===== src/rtl/avalon_master_pkg.sv =====
// Shared types for the Avalon burst writer: controller states and write response codes.
package avalon_master_pkg;

  typedef enum logic [2:0] {
    IDLE,
    FETCH,
    LOAD,
    WRITE,
    RESP,
    DONE,
    ERROR
  } state_t;

  localparam logic [1:0] OKAY   = 2'b00;
  localparam logic [1:0] SLVERR = 2'b10;
  localparam logic [1:0] DECERR = 2'b11;

endpackage


===== src/rtl/avalon_addr_gen.sv =====
// Channel/sample counters and the Avalon byte address for the current word.
module avalon_addr_gen #(
  parameter int unsigned       DATA_W    = 16,
  parameter int unsigned       ADDR_W    = 64,
  parameter int unsigned       DEPTH     = 512,
  parameter int unsigned       NUM_CH    = 1,
  parameter logic [ADDR_W-1:0] BASE_ADDR = '0,
  parameter logic [ADDR_W-1:0] CH_STRIDE = ADDR_W'(DEPTH * DATA_W / 8),
  parameter int unsigned       SA_W      = $clog2(NUM_CH) + $clog2(DEPTH)
) (
  input  logic              clk,
  input  logic              n_rst,
  input  logic              clr,
  input  logic              adv,
  output logic [SA_W-1:0]   sel,
  output logic              last,
  output logic [ADDR_W-1:0] addr
);

  localparam int unsigned IDX_W = $clog2(DEPTH);
  localparam int unsigned CH_W  = (NUM_CH > 1) ? $clog2(NUM_CH) : 1;

  logic [IDX_W-1:0] idx;
  logic [CH_W-1:0]  ch;
  logic             idx_wrap;
  logic             ch_wrap;

  assign idx_wrap = (idx == IDX_W'(DEPTH - 1));
  assign ch_wrap  = (ch == CH_W'(NUM_CH - 1));
  assign last     = idx_wrap && ch_wrap;

  always_ff @(posedge clk) begin
    if (n_rst || clr) begin
      idx <= '0;
      ch  <= '0;
    end else if (adv) begin
      if (idx_wrap) begin
        idx <= '0;
        ch  <= ch_wrap ? '0 : ch + 1'b1;
      end else begin
        idx <= idx + 1'b1;
      end
    end
  end

  // With a single channel the buffer address is just the sample index.
  if (NUM_CH > 1) begin : g_multi_ch
    assign sel = {ch, idx};
  end else begin : g_single_ch
    assign sel = idx;
  end

  assign addr = BASE_ADDR + ADDR_W'(ch) * CH_STRIDE + ADDR_W'(idx) * ADDR_W'(DATA_W / 8);

endmodule


===== src/rtl/avalon_burst_writer.sv =====
// Copies NUM_CH x DEPTH samples from a sample buffer to an Avalon slave, one
// outstanding write at a time, retrying failed responses up to MAX_RETRY times.
module avalon_burst_writer
  import avalon_master_pkg::*;
#(
  parameter int unsigned       DATA_W    = 16,
  parameter int unsigned       ADDR_W    = 64,
  parameter int unsigned       DEPTH     = 512,
  parameter int unsigned       NUM_CH    = 1,
  parameter logic [ADDR_W-1:0] BASE_ADDR = '0,
  parameter logic [ADDR_W-1:0] CH_STRIDE = ADDR_W'(DEPTH * DATA_W / 8),
  parameter int unsigned       MAX_RETRY = 3
) (
  input  logic                                      clk,
  input  logic                                      n_rst,
  input  logic                                      fft_done,
  output logic                                      sReEn,
  output logic [$clog2(NUM_CH)+$clog2(DEPTH)-1:0]   sampled_address,
  input  logic [DATA_W-1:0]                         sampled_data,
  output logic                                      wEn,
  output logic [ADDR_W-1:0]                         address,
  output logic [DATA_W-1:0]                         wData,
  input  logic                                      waitrequest,
  input  logic                                      resp_valid,
  input  logic [1:0]                                response,
  output logic                                      busy,
  output logic                                      done,
  output logic                                      error,
  input  logic                                      err_clr
);

  localparam int unsigned SA_W    = $clog2(NUM_CH) + $clog2(DEPTH);
  localparam int unsigned RETRY_W = (MAX_RETRY > 0) ? $clog2(MAX_RETRY + 1) : 1;

  state_t              state, state_nx;
  logic [RETRY_W-1:0]  retry;
  logic [DATA_W-1:0]   wdata_q;
  logic                error_q;
  logic                clr, adv, last;
  logic                resp_ok, can_retry;
  logic [SA_W-1:0]     sel;
  logic [ADDR_W-1:0]   addr;

  avalon_addr_gen #(
    .DATA_W   (DATA_W),
    .ADDR_W   (ADDR_W),
    .DEPTH    (DEPTH),
    .NUM_CH   (NUM_CH),
    .BASE_ADDR(BASE_ADDR),
    .CH_STRIDE(CH_STRIDE),
    .SA_W     (SA_W)
  ) u_addr_gen (
    .clk  (clk),
    .n_rst(n_rst),
    .clr  (clr),
    .adv  (adv),
    .sel  (sel),
    .last (last),
    .addr (addr)
  );

  assign resp_ok   = (response == OKAY);
  assign can_retry = (retry < RETRY_W'(MAX_RETRY));

  always_comb begin
    state_nx = state;
    clr      = 1'b0;
    adv      = 1'b0;
    case (state)
      IDLE: begin
        if (fft_done && !error_q) begin
          state_nx = FETCH;
          clr      = 1'b1;
        end
      end
      FETCH: state_nx = LOAD;
      LOAD:  state_nx = WRITE;
      WRITE: if (!waitrequest) state_nx = RESP;
      RESP: begin
        if (resp_valid) begin
          if (resp_ok) begin
            adv      = 1'b1;
            state_nx = last ? DONE : FETCH;
          end else if (can_retry) begin
            state_nx = WRITE;
          end else begin
            state_nx = ERROR;
          end
        end
      end
      DONE:    state_nx = IDLE;
      ERROR:   state_nx = IDLE;
      default: state_nx = IDLE;
    endcase
  end

  always_ff @(posedge clk) begin
    if (n_rst) begin
      state   <= IDLE;
      retry   <= '0;
      wdata_q <= '0;
      error_q <= 1'b0;
    end else begin
      state <= state_nx;
      if (clr) begin
        retry <= '0;
      end else if (state == RESP && resp_valid) begin
        if (resp_ok)        retry <= '0;
        else if (can_retry) retry <= retry + 1'b1;
      end
      if (state == LOAD) wdata_q <= sampled_data;
      // Entering the error state takes priority over a simultaneous clear.
      if (state == ERROR)  error_q <= 1'b1;
      else if (err_clr)    error_q <= 1'b0;
    end
  end

  assign sReEn           = (state == FETCH);
  assign sampled_address = sReEn ? sel : '0;
  assign wEn             = (state == WRITE);
  assign address         = wEn ? addr : '0;
  assign wData           = wdata_q;
  assign busy            = state inside {FETCH, LOAD, WRITE, RESP};
  assign done            = (state == DONE);
  assign error           = error_q;

endmodule


===== config.mk =====
export PLATFORM = sky130hd
export DESIGN_NAME = avalon_burst_writer
export DESIGN_NICKNAME = d
export VERILOG_FILES = /design/src/rtl/avalon_master_pkg.sv /design/src/rtl/avalon_addr_gen.sv /design/src/rtl/avalon_burst_writer.sv
export SDC_FILE = /design/constraint.sdc
export NUM_CORES = 1
export LEC_CHECK = 0
export BUFFER_PORTS_ARGS = -buffer_cell sky130_fd_sc_hd__buf_4
export CELL_PAD_IN_SITES_DETAIL_PLACEMENT = 0
export CELL_PAD_IN_SITES_GLOBAL_PLACEMENT = 1
export CORE_ASPECT_RATIO = 2
export CORE_MARGIN = 3
export CORE_UTILIZATION = 29
export DETAILED_ROUTE_END_ITERATION = 10
export PLACE_DENSITY = 0.76
export SYNTH_ARGS = -nofsm -noshare
export SYNTH_HDL_FRONTEND = slang
export SYNTH_SLANG_ARGS = --single-unit

===== constraint.sdc =====
create_clock -name clk -period 2.17 [get_ports clk]
set_input_delay 0.3255 -clock clk [delete_from_list [all_inputs] [get_ports clk]]
set_output_delay 0.3255 -clock clk [all_outputs]
set_load 0.005 [all_outputs]

# Word-level counts from Yosys, hierarchy flattened
# Cells that the tools add are included.
[op_classes]
n_addsub = 4
n_lt_le_gt_ge = 1
n_eq_ne = 10
mux = 20
bitwise_logic = 1
n_reduce_logical = 14
[op_table]
columns = ["op", "n"]
rows = [
  ["64-bit two-way mux", 1],
  ["3-bit two-way mux", 6],
  ["9-bit two-way mux", 2],
  ["3-bit one-hot mux with 5 select lines", 1],
  ["11-bit by 10-bit adder with 12-bit output", 1],
  ["9-bit by 1-bit adder with 9-bit output, second input constant", 1],
  ["3-bit equality test, second input constant", 3],
  ["9-bit equality test, second input constant", 1],
  ["1-bit two-way mux", 8],
  ["3-bit by 2-bit equality test with 1-bit output, second input constant", 2],
  ["2-bit inequality test, second input constant", 3],
  ["2-bit two-way mux", 2],
  ["2-bit AND reduction", 2],
  ["2-bit nonzero test", 2],
  ["4-bit nonzero test", 1],
  ["3-bit by 1-bit equality test with 1-bit output, second input constant", 1],
  ["1-bit logical AND", 3],
  ["3-bit logical NOT", 1],
  ["3-bit AND reduction", 1],
  ["2-bit by 1-bit adder with 2-bit output, second input constant", 1],
  ["2-bit logical NOT", 1],
  ["2-bit less-than comparator, second input constant", 1],
  ["2-bit OR reduction", 1],
  ["1-bit adder, second input constant", 1],
  ["other kinds (3)", 3],
]
[word_totals]
register_bits = 32
inputBits = 24
wordCells = 56

# Depth between registers and ports, before layout
# Gate-level depths: netlist of run 1.
[depth]
word_depth = 6
depth_mapped = 9

# By module
# A second synthesis of run 1 with hierarchy kept.
[hier_totals]
hier_cells = 311
area_unflattened_um2 = 2371.0
[by_module_without_submodules]
columns = ["module", "instances", "cells_each", "area_each_um2", "seq_area_each_um2"]
rows = [
  ["avalon_burst_writer", 1, 200, 1450.1, 440.4],
  ["avalon_addr_gen", 1, 111, 920.9, 180.2],
]

# Worst setup path before layout of run 1
# OpenSTA, ideal clock, no wires.
[synth_timing]
path_kind = "reg-to-reg"
from = "reg u_addr_gen.idx[0] (netlist: u_addr_gen.sel[0])"
to = "reg u_addr_gen.idx[4] (netlist: u_addr_gen.sel[4])"
arrival_ps = 1895
setup_slack_ps = 205
path_stages_with_launch = 10
path_buffers = 1
cell_sequence = "dfxtp_1 > ha_1 > and3_1 > nand3_1 > nor2_1 > ha_1 > clkbuf_1 > nor4_1 > nand3b_1 > a21oi_1"
[synth_via]
elab_chain_cells = 2
word_cells_on_any_way = 3
[synth_lines]
columns = ["element", "line", "text"]
rows = [
  ["from (decl)", "avalon_addr_gen.sv:23", "logic [IDX_W-1:0] idx;"],
  ["from (signal assigned)", "avalon_addr_gen.sv:41", "idx <= idx + 1'b1;"],
  ["9-bit by 1-bit adder with 9-bit output or 9-bit equality test (tied branches)", "avalon_addr_gen.sv:41, avalon_addr_gen.sv:28", ""],
  ["9-bit two-way mux (*)", "avalon_addr_gen.sv:37", "if (idx_wrap) begin"],
]
# Mark *: on every way between the ends. The rest lies on a longest branch, timed or not.
# A chain may end at the register's enable or synchronous reset.

# Worst setup path after layout of run 1
[layout_timing]
from = "reg u_addr_gen.idx[0] (netlist: u_addr_gen.sel[0])"
to = "reg state[2]"
[layout_via]
elab_chain_cells = 6
[layout_lines]
columns = ["element", "line", "text"]
rows = [
  ["9-bit equality test", "avalon_addr_gen.sv:28", "assign idx_wrap = (idx == IDX_W'(DEPTH - 1));"],
  ["1-bit logical AND", "avalon_addr_gen.sv:30", "assign last = idx_wrap && ch_wrap;"],
  ["3-bit two-way mux", "avalon_burst_writer.sv:83", "state_nx = last ? DONE : FETCH;"],
  ["3-bit two-way mux", "avalon_burst_writer.sv:81", "if (resp_ok) begin"],
  ["3-bit two-way mux", "avalon_burst_writer.sv:80", "if (resp_valid) begin"],
  ["3-bit one-hot mux with 5 select lines", "avalon_burst_writer.sv:69", "case (state)"],
  ["to (signal assigned)", "avalon_burst_writer.sv:104", "state <= state_nx;"],
  ["to (decl)", "avalon_burst_writer.sv:35", "state_t state, state_nx;"],
]
# Every way passes these cells. The select of a mux whose other input is x is not followed.

==> results of run 1 <==
[layer usage]
metal | wire length [microns] | vias up | share of wire, %
li1 | - | 828 | -
met1 | 1420 | 743 | 32
met2 | 2630 | 73 | 59
met3 | 341 | 5 | 7.7
met4 | 51 | 0 | 1.1
met5 | 0 | - | 0
[registers in the layout, summed over array words and instances (netlist names)]
name	count
retry	2
wData	16
u_addr_gen.sel	9
state	3
error	1
[worst max path at each step]
| stage | end | slack, ns | from |
|---|---|---|---|
| after floorplan | u_addr_gen.sel[4] | 0.20 | u_addr_gen.sel[0] |
| after detailed placement | state[2] | 0.09 | u_addr_gen.sel[0] |
| final | state[2] | 0.22 | u_addr_gen.sel[0] |
| after global placement | state[2] | 0.12 | u_addr_gen.sel[0] |
| after global routing | state[2] | 0.04 | u_addr_gen.sel[1] |
| after CTS | state[2] | 0.07 | u_addr_gen.sel[0] |
[cells in the mapped netlist]
library cell / number
nor2_1: 8
nor3_2: 1
nand4bb_1: 1
conb_1: 1
buf_4: 55
buf_6: 2
inv_1: 1
ha_1: 3
xnor2_1: 1
a21o_1: 1
a31oi_1: 1
and4bb_4: 1
and2_1: 19
or3_1: 1
nand2_4: 1
nand4_1: 1
nor3_1: 1
o22ai_1: 1
and3_1: 3
nor2_8: 1
nand3_1: 2
a311o_1: 1
mux2i_1: 2
clkbuf_1: 9
nand3b_1: 4
nand2b_1: 3
nor3b_2: 2
or4_1: 4
nand2_1: 40
a21oi_1: 30
nor4_1: 1
a22oi_1: 2
nand4b_1: 1
dfxtp_1: 31
o21ai_0: 7
a211o_1: 1
nor2b_1: 2
[layout make-up]
| cell class | instances | area [sq um] |
|---|---|---|
| multi-input combinational | 202 | 1070 |
| sequential | 31 | 621 |
| clock buffer | 6 | 129 |
| timing repair buffer | 66 | 495 |
| tap | 86 | 108 |
| fill | 707 | 3990 |
| inverter | 1 | 3.75 |
[timing repair]
action,4_1_cts,5_1_grt
endpoints found under the setup margin,0,8
resized for setup,0,2
hold endpoints to repair,0,0
[metrics by stage]
| step | hold WS, ns | cells | instance area (sq um) | util (%) | setup WS, ns |
|---|---|---|---|---|---|
| after floorplan | 0.453 | 300 | 2150 | - | 0.205 |
| after global placement | 0.443 | 386 | 2280 | 35.6 | 0.116 |
| after detailed placement | 0.449 | 386 | 2280 | 35.6 | 0.0871 |
| after CTS | 0.295 | 392 | 2410 | 37.6 | 0.0718 |
| after global routing | 0.311 | 392 | 2430 | 37.8 | 0.0412 |
| final | 0.301 | 392 | 2430 | 37.8 | 0.216 |
[cells by family (layout without fill, tap and decap cells)]
family / Yosys count / in the layout / synth area share (%)
simple gates: 97 / 97 / 28.0
buf+inv: 67 / 73 / 24.3
compound gates: 44 / 44 / 12.3
flops: 31 / 31 / 31.9
fa+ha+maj: 3 / 3 / 1.93
mux: 2 / 2 / 1.03
other cells: 1 / 55 / 0.192
xor+xnor: 1 / 1 / 0.450
[critical path: stages (launching register included)]
cell and delay [ns]:
dfxtp_1 0.37, ha_1 0.21, and3_1 0.23, nand3_1 0.11
nor2_1 0.19, ha_4 0.24, nand2_1 0.07, a311o_1 0.34
a21oi_1 0.12
[power by group through the flow]
| stage | registers (mW) | logic (mW) | clock network (mW) |
|---|---|---|---|
| 4_1_cts | 0.612 | 0.198 | 0.668 |
| 3_5_place_dp | 0.624 | 0.198 | 0 |
| 5_1_grt | 0.615 | 0.222 | 0.684 |
| 2_1_floorplan | 0.616 | 0.183 | 0 |
| 6_report | 0.612 | 0.195 | 0.642 |
| 3_3_place_gp | 0.623 | 0.196 | 0 |
==> results.json, run 1 <==
{
  "status": "completed",
  "netlist.top_cell.by_area": "dfxtp_1",
  "floorplan.die.width_microns": 64.0,
  "p_leak_nw": 1.09,
  "power_switching_share_pct": 24.6,
  "arrival_ns": 2.15,
  "final_max_slew_viol_count": 0,
  "initialDrtViolationCount": 74,
  "totalWireLength_microns": 4440,
  "required_worst_endpoint_ns": 2.37,
  "hold_start": "sampled_data[5]",
  "grt_pass1_wl_microns": 6910,
  "htree_num_levels": 2,
  "top_level_ports": 118,
  "global_route.usage.total_pct": 11.2,
  "grt_max_degree": 22,
  "cell_internal_pwr_mw": 1.09,
  "power.density_mw_per_mm2": 597,
  "gr-usage-met3_pct": 2.68,
  "reg2reg_setup_slack_ns": 0.22,
  "rows": 41,
  "switching_power_mw": 0.357,
  "setup_viol_count_final": 0,
  "cts_made_buffers": 5,
  "clock_skew_ns": 0.00254,
  "grt_pass1_vias": 1481,
  "timing_hold_violations_final": 0,
  "met2_usage_pct": 22.6,
  "min_delay_worst_endpoint": "wData[5]",
  "sequential_cell_fraction_of_total_power_pct": 42.2,
  "yosysSeqAreaShare_pct": 31.9,
  "worstSetupPathType": "flip-flop to flip-flop",
  "syn_to_final_growth_pct": 24.5,
  "layout_worst_path_cycle_share_pct": 90.0,
  "worst_hold_path_type": "input pin to flip-flop",
  "unrepaired_setup_endpoints_after_global_routing": "false",
  "grt_antenna_before_repair": 0,
  "worst-r2r-cell-count": 8,
  "final_common_cell": "buf_4",
  "post_route_cells_drive_above_1_share_pct": 25.5,
  "max_freq_mhz": 512,
  "pwr-share-clk_pct": 44.3,
  "synth.top_cell.area_share_pct": 31.9,
  "highest_utilization_routing_layer_at_the_global_route_stage": "met2",
  "drt.antenna.violating_nets": 0,
  "nNetsFinal": 334,
  "ys_seq_elements": 31,
  "regToRegEndpoint": "state[2]",
  "ir_worst_vdd_mv": 0.307,
  "clkTransAtPathRegs_ns": 0.05,
  "clkSinkCount": 31,
  "cts_tree": "built",
  "buffers_inserted_by_post_cts_timing_repair": 0,
  "holdPathStages": 3,
  "netlist_top_cells_area": "dfxtp_1 32%, buf_4 21%, a21oi_1 7.7%",
  "setup.worst_path.end_class": "flip-flop",
  "synth_cell_types": 37,
  "worst_path_maximum_fanout": 13,
  "worst-slew-pin-transition_ns": 0.568,
  "detailed_place_hpwl_microns": 3550,
  "drt_pre_antenna_iters": 4,
  "synthesis.yosys.warnings": 0,
  "wl_per_cell_microns": 11.3,
  "numPortBuffers": 62,
  "clock_tree.root_cell": "clkbuf_16",
  "coreArea_sq_mm": 0.00641,
  "drv.max_cap_violation_count": 0,
  "clock_path_buffers": 2,
  "route.detailed.drc": 0,
  "netlist_area_sq_mm": 0.00195,
  "layout.cells.most_common_list": "66 x buf_4, 55 x conb_1, 40 x nand2_1",
  "floorplan.initialDensity_pct": 30.4,
  "synthesis.instances": 246,
  "worst_setup_path_start_kind": "flip-flop",
  "globalRouteOverflowTotal": 0,
  "route.vias.total": 1649,
  "max-slew-margin-rel_pct": 62.2,
  "die_height_microns": 122,
  "final_period_minus_worst_setup_slack_ns": 1.95,
  "cts.hold.buffers_added": 0,
  "post_synthesis_area_per_instance_sq_um": 7.92,
  "num_antenna_cells": 0,
  "die_area_sq_mm": 0.00780,
  "reg2reg_from": "u_addr_gen.sel[0]",
  "design_power_total_mw": 1.45,
  "gr-usage-met1_pct": 10.6,
  "gpl.final_weighted_congestion": 0.777,
  "combPwrFrac_pct": 13.5,
  "sum_neg_setup_slack_ns": 0,
  "via_per_inst": 4.21,
  "clk_latency_ns": 0.27
}
Note: power is estimated with default switching activity, not from simulation.
==> inputs of run 2 (changes only) <==
--- a/config.mk
+++ b/config.mk
@@ -10,9 +10,10 @@
 export CELL_PAD_IN_SITES_GLOBAL_PLACEMENT = 1
 export CORE_ASPECT_RATIO = 2
 export CORE_MARGIN = 3
-export CORE_UTILIZATION = 29
+export CORE_UTILIZATION = 32
 export DETAILED_ROUTE_END_ITERATION = 10
-export PLACE_DENSITY = 0.76
+export PLACE_DENSITY = 0.78
 export SYNTH_ARGS = -nofsm -noshare
 export SYNTH_HDL_FRONTEND = slang
+export SYNTH_HIERARCHICAL = 1
 export SYNTH_SLANG_ARGS = --single-unit
==> results.json, run 2 <==
{
  "status": "completed",
  "holdPathStages": 3,
  "grt_antenna_before_repair": 0,
  "unrepaired_setup_endpoints_after_global_routing": "false",
  "min_delay_worst_endpoint": "wData[10]",
  "layout_worst_path_cycle_share_pct": 85.2,
  "grt_max_degree": 68,
  "clock_path_buffers": 2,
  "crit_slowest_cell": "dfxtp_1",
  "multi_input_gate_area_in_the_final_layout_sq_mm": 0.00138,
  "largest_register_ff_count": 16,
  "gpl.final_weighted_congestion": 0.759,
  "synth_cell_types": 37,
  "syn_to_final_growth_pct": 19.1,
  "die_height_microns": 128,
  "ys_seq_elements": 31,
  "sum_neg_setup_slack_ns": 0,
  "clk_latency_ns": 0.27,
  "synth.top_cell.area_share_pct": 26.2,
  "reg2reg_from": "state[1]",
  "buffers_inserted_by_post_cts_timing_repair": 0,
  "num_antenna_cells": 0,
  "via_per_inst": 4.20,
  "number_of_synthesized_flops_with_an_enable_pin": 0,
  "layout.cells.most_common_list": "73 x and2_1, 67 x buf_4, 55 x conb_1",
  "max_freq_mhz": 541,
  "synthesis.instances": 311,
  "postSynth.asyncResetShare_pct": 0,
  "clock_tree.root_cell": "clkbuf_16",
  "drt.antenna.violating_nets": 0,
  "floorplan.initialDensity_pct": 33.6,
  "clkSinkCount": 31,
  "drt_pre_antenna_iters": 4,
  "netlist_top_cells_area": "dfxtp_1 26%, buf_4 21%, and2_1 19%",
  "top_level_ports": 118,
  "max-slew-margin-rel_pct": 51.0,
  "ctsResizeCount": 0,
  "worstPathBufferInverterCount": 3,
  "wl_per_cell_microns": 11.4,
  "required_worst_endpoint_ns": 1.84,
  "htree_num_levels": 2,
  "route.vias.total": 1892,
  "grt_pass1_vias": 1829,
  "worstSetupPathType": "flip-flop to primary output",
  "post_synthesis_area_per_instance_sq_um": 7.62,
  "clkTransAtPathRegs_ns": 0.05,
  "timing.critical_path.cells": "inv_1 -> and3_1 -> buf_12 -> and2_1 -> buf_4",
  "setup.worst_path.end_class": "primary output",
  "yosys.cell_count.top_type": "and2_1",
  "cts_tree": "built",
  "timing_hold_violations_final": 0,
  "worst-slew-pin-transition_ns": 0.730,
  "netlist.top_cell.by_area": "dfxtp_1",
  "detailed_place_hpwl_microns": 3960,
  "reg2reg_setup_slack_ns": 0.46,
  "ir_worst_vdd_mv": 0.235,
  "numPortBuffers": 62,
  "floorplan.die.width_microns": 66.9,
  "global_route.usage.total_pct": 12.2,
  "p_leak_nw": 1.30,
  "nNetsFinal": 388,
  "grt_pass1_wl_microns": 8180,
  "worst_hold_path_type": "input pin to flip-flop",
  "power.density_mw_per_mm2": 556,
  "clock_skew_ns": 0.00222,
  "rows": 43,
  "design_power_total_mw": 1.57,
  "regArea_sq_um": 621,
  "regToRegEndpoint": "u_addr_gen/sel[5]",
  "totalWireLength_microns": 5120,
  "post_route_cells_drive_above_1_share_pct": 22.2,
  "synthesis.yosys.warnings": 6,
  "synth.cells.most_frequent": "73 x and2_1, 66 x buf_4, 36 x nand2_1, 31 x dfxtp_1, 22 x a21oi_1",
  "final_max_slew_viol_count": 0,
  "final_common_cell": "and2_1",
  "yosysSeqAreaShare_pct": 26.2,
  "cpPeakStageDelay_ns": 0.42,
  "worst-r2r-cell-count": 6,
  "synth_top_flop_cell": "dfxtp_1",
  "worst_setup_path_start_kind": "flip-flop",
  "cts_made_buffers": 5,
  "arrival_ns": 1.52,
  "hold_start": "sampled_data[10]",
  "coreArea_sq_mm": 0.00705,
  "drv.max_cap_violation_count": 0,
  "initialDrtViolationCount": 56,
  "netlist_area_sq_mm": 0.00237,
  "worst_path_maximum_fanout": 67,
  "cts.hold.buffers_added": 0,
  "globalRouteOverflowTotal": 0,
  "fillers": 740,
  "die_area_sq_mm": 0.00854,
  "setup_viol_count_final": 0,
  "final_period_minus_worst_setup_slack_ns": 1.85,
  "route.detailed.drc": 0,
  "timing.critical_path.max_delay_family": "buffers and inverters"
}
run 2: report_power, final:
part	leakage [nW]	internal, mW	switching, mW	total [mW]
registers	0.251	0.584	0.00874	0.593
logic	0.964	0.0822	0.0891	0.171
clock network	0.0868	0.570	0.236	0.805
total	1.30	1.24	0.334	1.57
run 2: cells by family after synthesis:
kind of cell / Yosys count / synth area share, %
flops: 31 / 26.2
simple gates: 145 / 34.4
compound gates: 37 / 9.29
other cells: 1 / 0.158
xor+xnor: 4 / 1.48
fa+ha+maj: 4 / 2.11
buf+inv: 84 / 24.3
mux: 5 / 2.11
run 2: final cells by class:
type	instances	share of cell area (%)
timing repair buffer	68	18.5
clock buffer	6	4.92
inverter	4	0.532
multi-input combinational	250	48.8
tap	90	3.99
sequential	31	22.0
clock inverter	2	1.24
run 2: how the worst max path moves through the flow:
| stage | slack, ns | cells past startpoint | start | to |
|---|---|---|---|---|
| 6_report | 0.32 | 5 | state[2] | address[9] |
| 5_1_grt | 0.19 | 5 | state[2] | address[7] |
| 4_1_cts | 0.31 | 5 | state[0] | address[7] |
| 3_5_place_dp | 0.47 | 8 | u_addr_gen/sel[1] | state[2] |
| 3_3_place_gp | 0.52 | 5 | state[2] | u_addr_gen/sel[3] |
| 2_1_floorplan | 0.59 | 8 | u_addr_gen/sel[0] | state[2] |
run 2: stage by stage:
stage | instances | setup WS (ns) | utilization, % | cell area, sq um | hold slack, ns
floorplan | 365 | 0.589 | - | 2570 | 0.398
global placement | 443 | 0.518 | 37.6 | 2650 | 0.443
detailed placement | 443 | 0.466 | 37.6 | 2650 | 0.449
CTS | 451 | 0.311 | 40.0 | 2820 | 0.299
global route | 451 | 0.190 | 40.0 | 2820 | 0.313
finish | 451 | 0.320 | 40.0 | 2820 | 0.302
run 2: per-layer routing:
metal	global-route usage (%)	wire, microns
met3	2.89	436
met4	4.78	61
met1	12.1	1870
met5	0	0
met2	23.2	2760
run 2: worst register-to-register path: stages, from the launching register on:
cell and delay, ns:
dfxtp_1 0.36, nand4bb_1 0.27, nor3_1 0.19, buf_4 0.21
nand4_4 0.13, or3_1 0.34, a21oi_1 0.15
==> inputs of run 3 (changes only) <==
--- a/config.mk
+++ b/config.mk
@@ -13,6 +13,7 @@
 export CORE_UTILIZATION = 32
 export DETAILED_ROUTE_END_ITERATION = 10
 export PLACE_DENSITY = 0.78
+export RECOVER_POWER = 25
 export SYNTH_ARGS = -nofsm -noshare
 export SYNTH_HDL_FRONTEND = slang
 export SYNTH_HIERARCHICAL = 1
==> results.json, run 3 (same netlist as run 2, synthesis figures left out) <==
{
  "cpPeakStageDelay_ns": 0.42,
  "globalRouteOverflowTotal": 0,
  "worst_setup_path_start_kind": "flip-flop",
  "switching_power_mw": 0.333,
  "setup_viol_count_final": 0,
  "clk_latency_ns": 0.27,
  "clock_path_buffers": 2,
  "grt_pass1_vias": 1829,
  "combPwrFrac_pct": 10.8,
  "die_height_microns": 128,
  "reg2reg_setup_slack_ns": 0.46,
  "cts_tree": "built",
  "worst-r2r-cell-count": 6,
  "cts_made_buffers": 5,
  "worst_hold_path_type": "input pin to flip-flop",
  "min_delay_worst_endpoint": "wData[9]",
  "final_design_area_no_fill_sq_mm": 0.00282,
  "power_switching_share_pct": 21.2,
  "sum_neg_setup_slack_ns": 0,
  "regToRegEndpoint": "u_addr_gen/sel[5]",
  "worst_path_maximum_fanout": 67,
  "initialDrtViolationCount": 57,
  "top_level_ports": 118,
  "setup.worst_path.end_class": "primary output",
  "rows": 43,
  "final_period_minus_worst_setup_slack_ns": 1.85,
  "holdPathStages": 3,
  "layout.cells.most_common_list": "73 x and2_1, 55 x conb_1, 50 x buf_4",
  "crit_slowest_cell": "dfxtp_1",
  "wl_per_cell_microns": 11.3,
  "route.detailed.drc": 0,
  "num_antenna_cells": 0,
  "grt_max_degree": 68,
  "worstSetupPathType": "flip-flop to primary output",
  "detailed_place_hpwl_microns": 3960,
  "ctsResizeCount": 0,
  "final_max_slew_viol_count": 0,
  "p_leak_nw": 1.29,
  "global_route.usage.total_pct": 12.2,
  "clock_skew_ns": 0.00222,
  "fin_ws_ns": 0.320,
  "drt.antenna.violating_nets": 0,
  "coreArea_sq_mm": 0.00705,
  "syn_to_final_growth_pct": 18.9,
  "final_common_cell": "and2_1",
  "sequential_cell_fraction_of_total_power_pct": 37.8,
  "buffers_inserted_by_post_cts_timing_repair": 0,
  "fin_worst_hold_slack_ns": 0.303,
  "clkSinkCount": 31,
  "largest_register_ff_count": 16,
  "power.density_mw_per_mm2": 556,
  "pwr-share-clk_pct": 51.3,
  "unrepaired_setup_endpoints_after_global_routing": "false",
  "hold_start": "sampled_data[9]",
  "timing_hold_violations_final": 0,
  "numPortBuffers": 62,
  "gpl.final_weighted_congestion": 0.759,
  "post_route_cells_drive_above_1_share_pct": 21.9,
  "cts.hold.buffers_added": 0,
  "worstPathBufferInverterCount": 3,
  "drt_pre_antenna_iters": 3,
  "floorplan.initialDensity_pct": 33.6,
  "final_core_util_pct": 40.0,
  "timing.critical_path.max_delay_family": "buffers and inverters",
  "max-slew-margin-rel_pct": 51.0,
  "totalWireLength_microns": 5110,
  "ir_worst_vdd_mv": 0.235,
  "arrival_ns": 1.52,
  "via_per_inst": 4.19,
  "timing.critical_path.cells": "inv_1 -> and3_1 -> buf_12 -> and2_1 -> buf_4",
  "route.vias.total": 1891,
  "worst-slew-pin-transition_ns": 0.730,
  "dp_worst_setup_slack_ns": 0.466,
  "path_depth": 5,
  "clock_tree.root_cell": "clkbuf_16",
  "grt_pass1_wl_microns": 8180,
  "floorplan.die.width_microns": 66.9,
  "area_of_placed_instances_sq_mm": 0.00265,
  "die_area_sq_mm": 0.00854,
  "nNetsFinal": 388,
  "clkTransAtPathRegs_ns": 0.05,
  "max_freq_mhz": 541,
  "required_worst_endpoint_ns": 1.84,
  "htree_num_levels": 2,
  "reg2reg_from": "state[1]",
  "fillers": 742,
  "drv.max_cap_violation_count": 0,
  "cell_internal_pwr_mw": 1.23,
  "status": "completed",
  "layout_worst_path_cycle_share_pct": 85.2,
  "grt_antenna_before_repair": 0
}
## run 3: changes by cell type in the layout (fill, tap and decap cells not counted), sizes merged
cell    delta
buf       -17
clkbuf    +17
## run 3: worst max path at each step
| stage | to | startpoint | slack [ns] |
|---|---|---|---|
| global route | address[7] | state[2] | 0.19 |
| floorplan | state[2] | u_addr_gen/sel[0] | 0.59 |
| global placement | u_addr_gen/sel[3] | state[2] | 0.52 |
| finish | address[9] | state[2] | 0.32 |
| CTS | address[7] | state[0] | 0.31 |
| detailed placement | state[2] | u_addr_gen/sel[1] | 0.47 |
## run 3: worst min-delay path, stage by stage
cell     delay, ns
buf_4         0.11
nand2_1       0.04
a21oi_1       0.05
## run 3: area by class of cell
cell class	instances	area, sq um	share of cell area [%]
Clock buffer	6	139	4.93
Clock inverter	2	35.0	1.24
Inverter	4	15.0	0.533
Multi-Input combinational cell	250	1380	48.9
Sequential cell	31	621	22.0
Tap cell	90	113	3.99
Timing Repair Buffer	68	519	18.4
## run 3: stage by stage
stage / std cells / power [mW]
2_1_floorplan: 365 / 0.769
4_1_cts: 451 / 1.59
3_3_place_gp: 443 / 0.775
5_1_grt: 451 / 1.64
3_5_place_dp: 443 / 0.776
6_report: 451 / 1.57
## run 3: power by group through the flow
stage	Combinational, mW	Sequential, mW	Clock (mW)
floorplan	0.164	0.605	0
global placement	0.171	0.604	0
detailed placement	0.171	0.605	0
CTS	0.171	0.593	0.826
global route	0.197	0.594	0.851
finish	0.170	0.593	0.805
## run 3: routing by layer
| layer | vias to the layer above | global-route usage [%] | wire (microns) | share of wire, % |
|---|---|---|---|---|
| met5 | - | 0 | 0 | 0 |
| met4 | 0 | 4.78 | 61 | 1.2 |
| met3 | 4 | 2.89 | 427 | 8.4 |
| met2 | 80 | 23.2 | 2750 | 54 |
| met1 | 818 | 12.1 | 1870 | 37 |
| li1 | 989 | - | - | - |
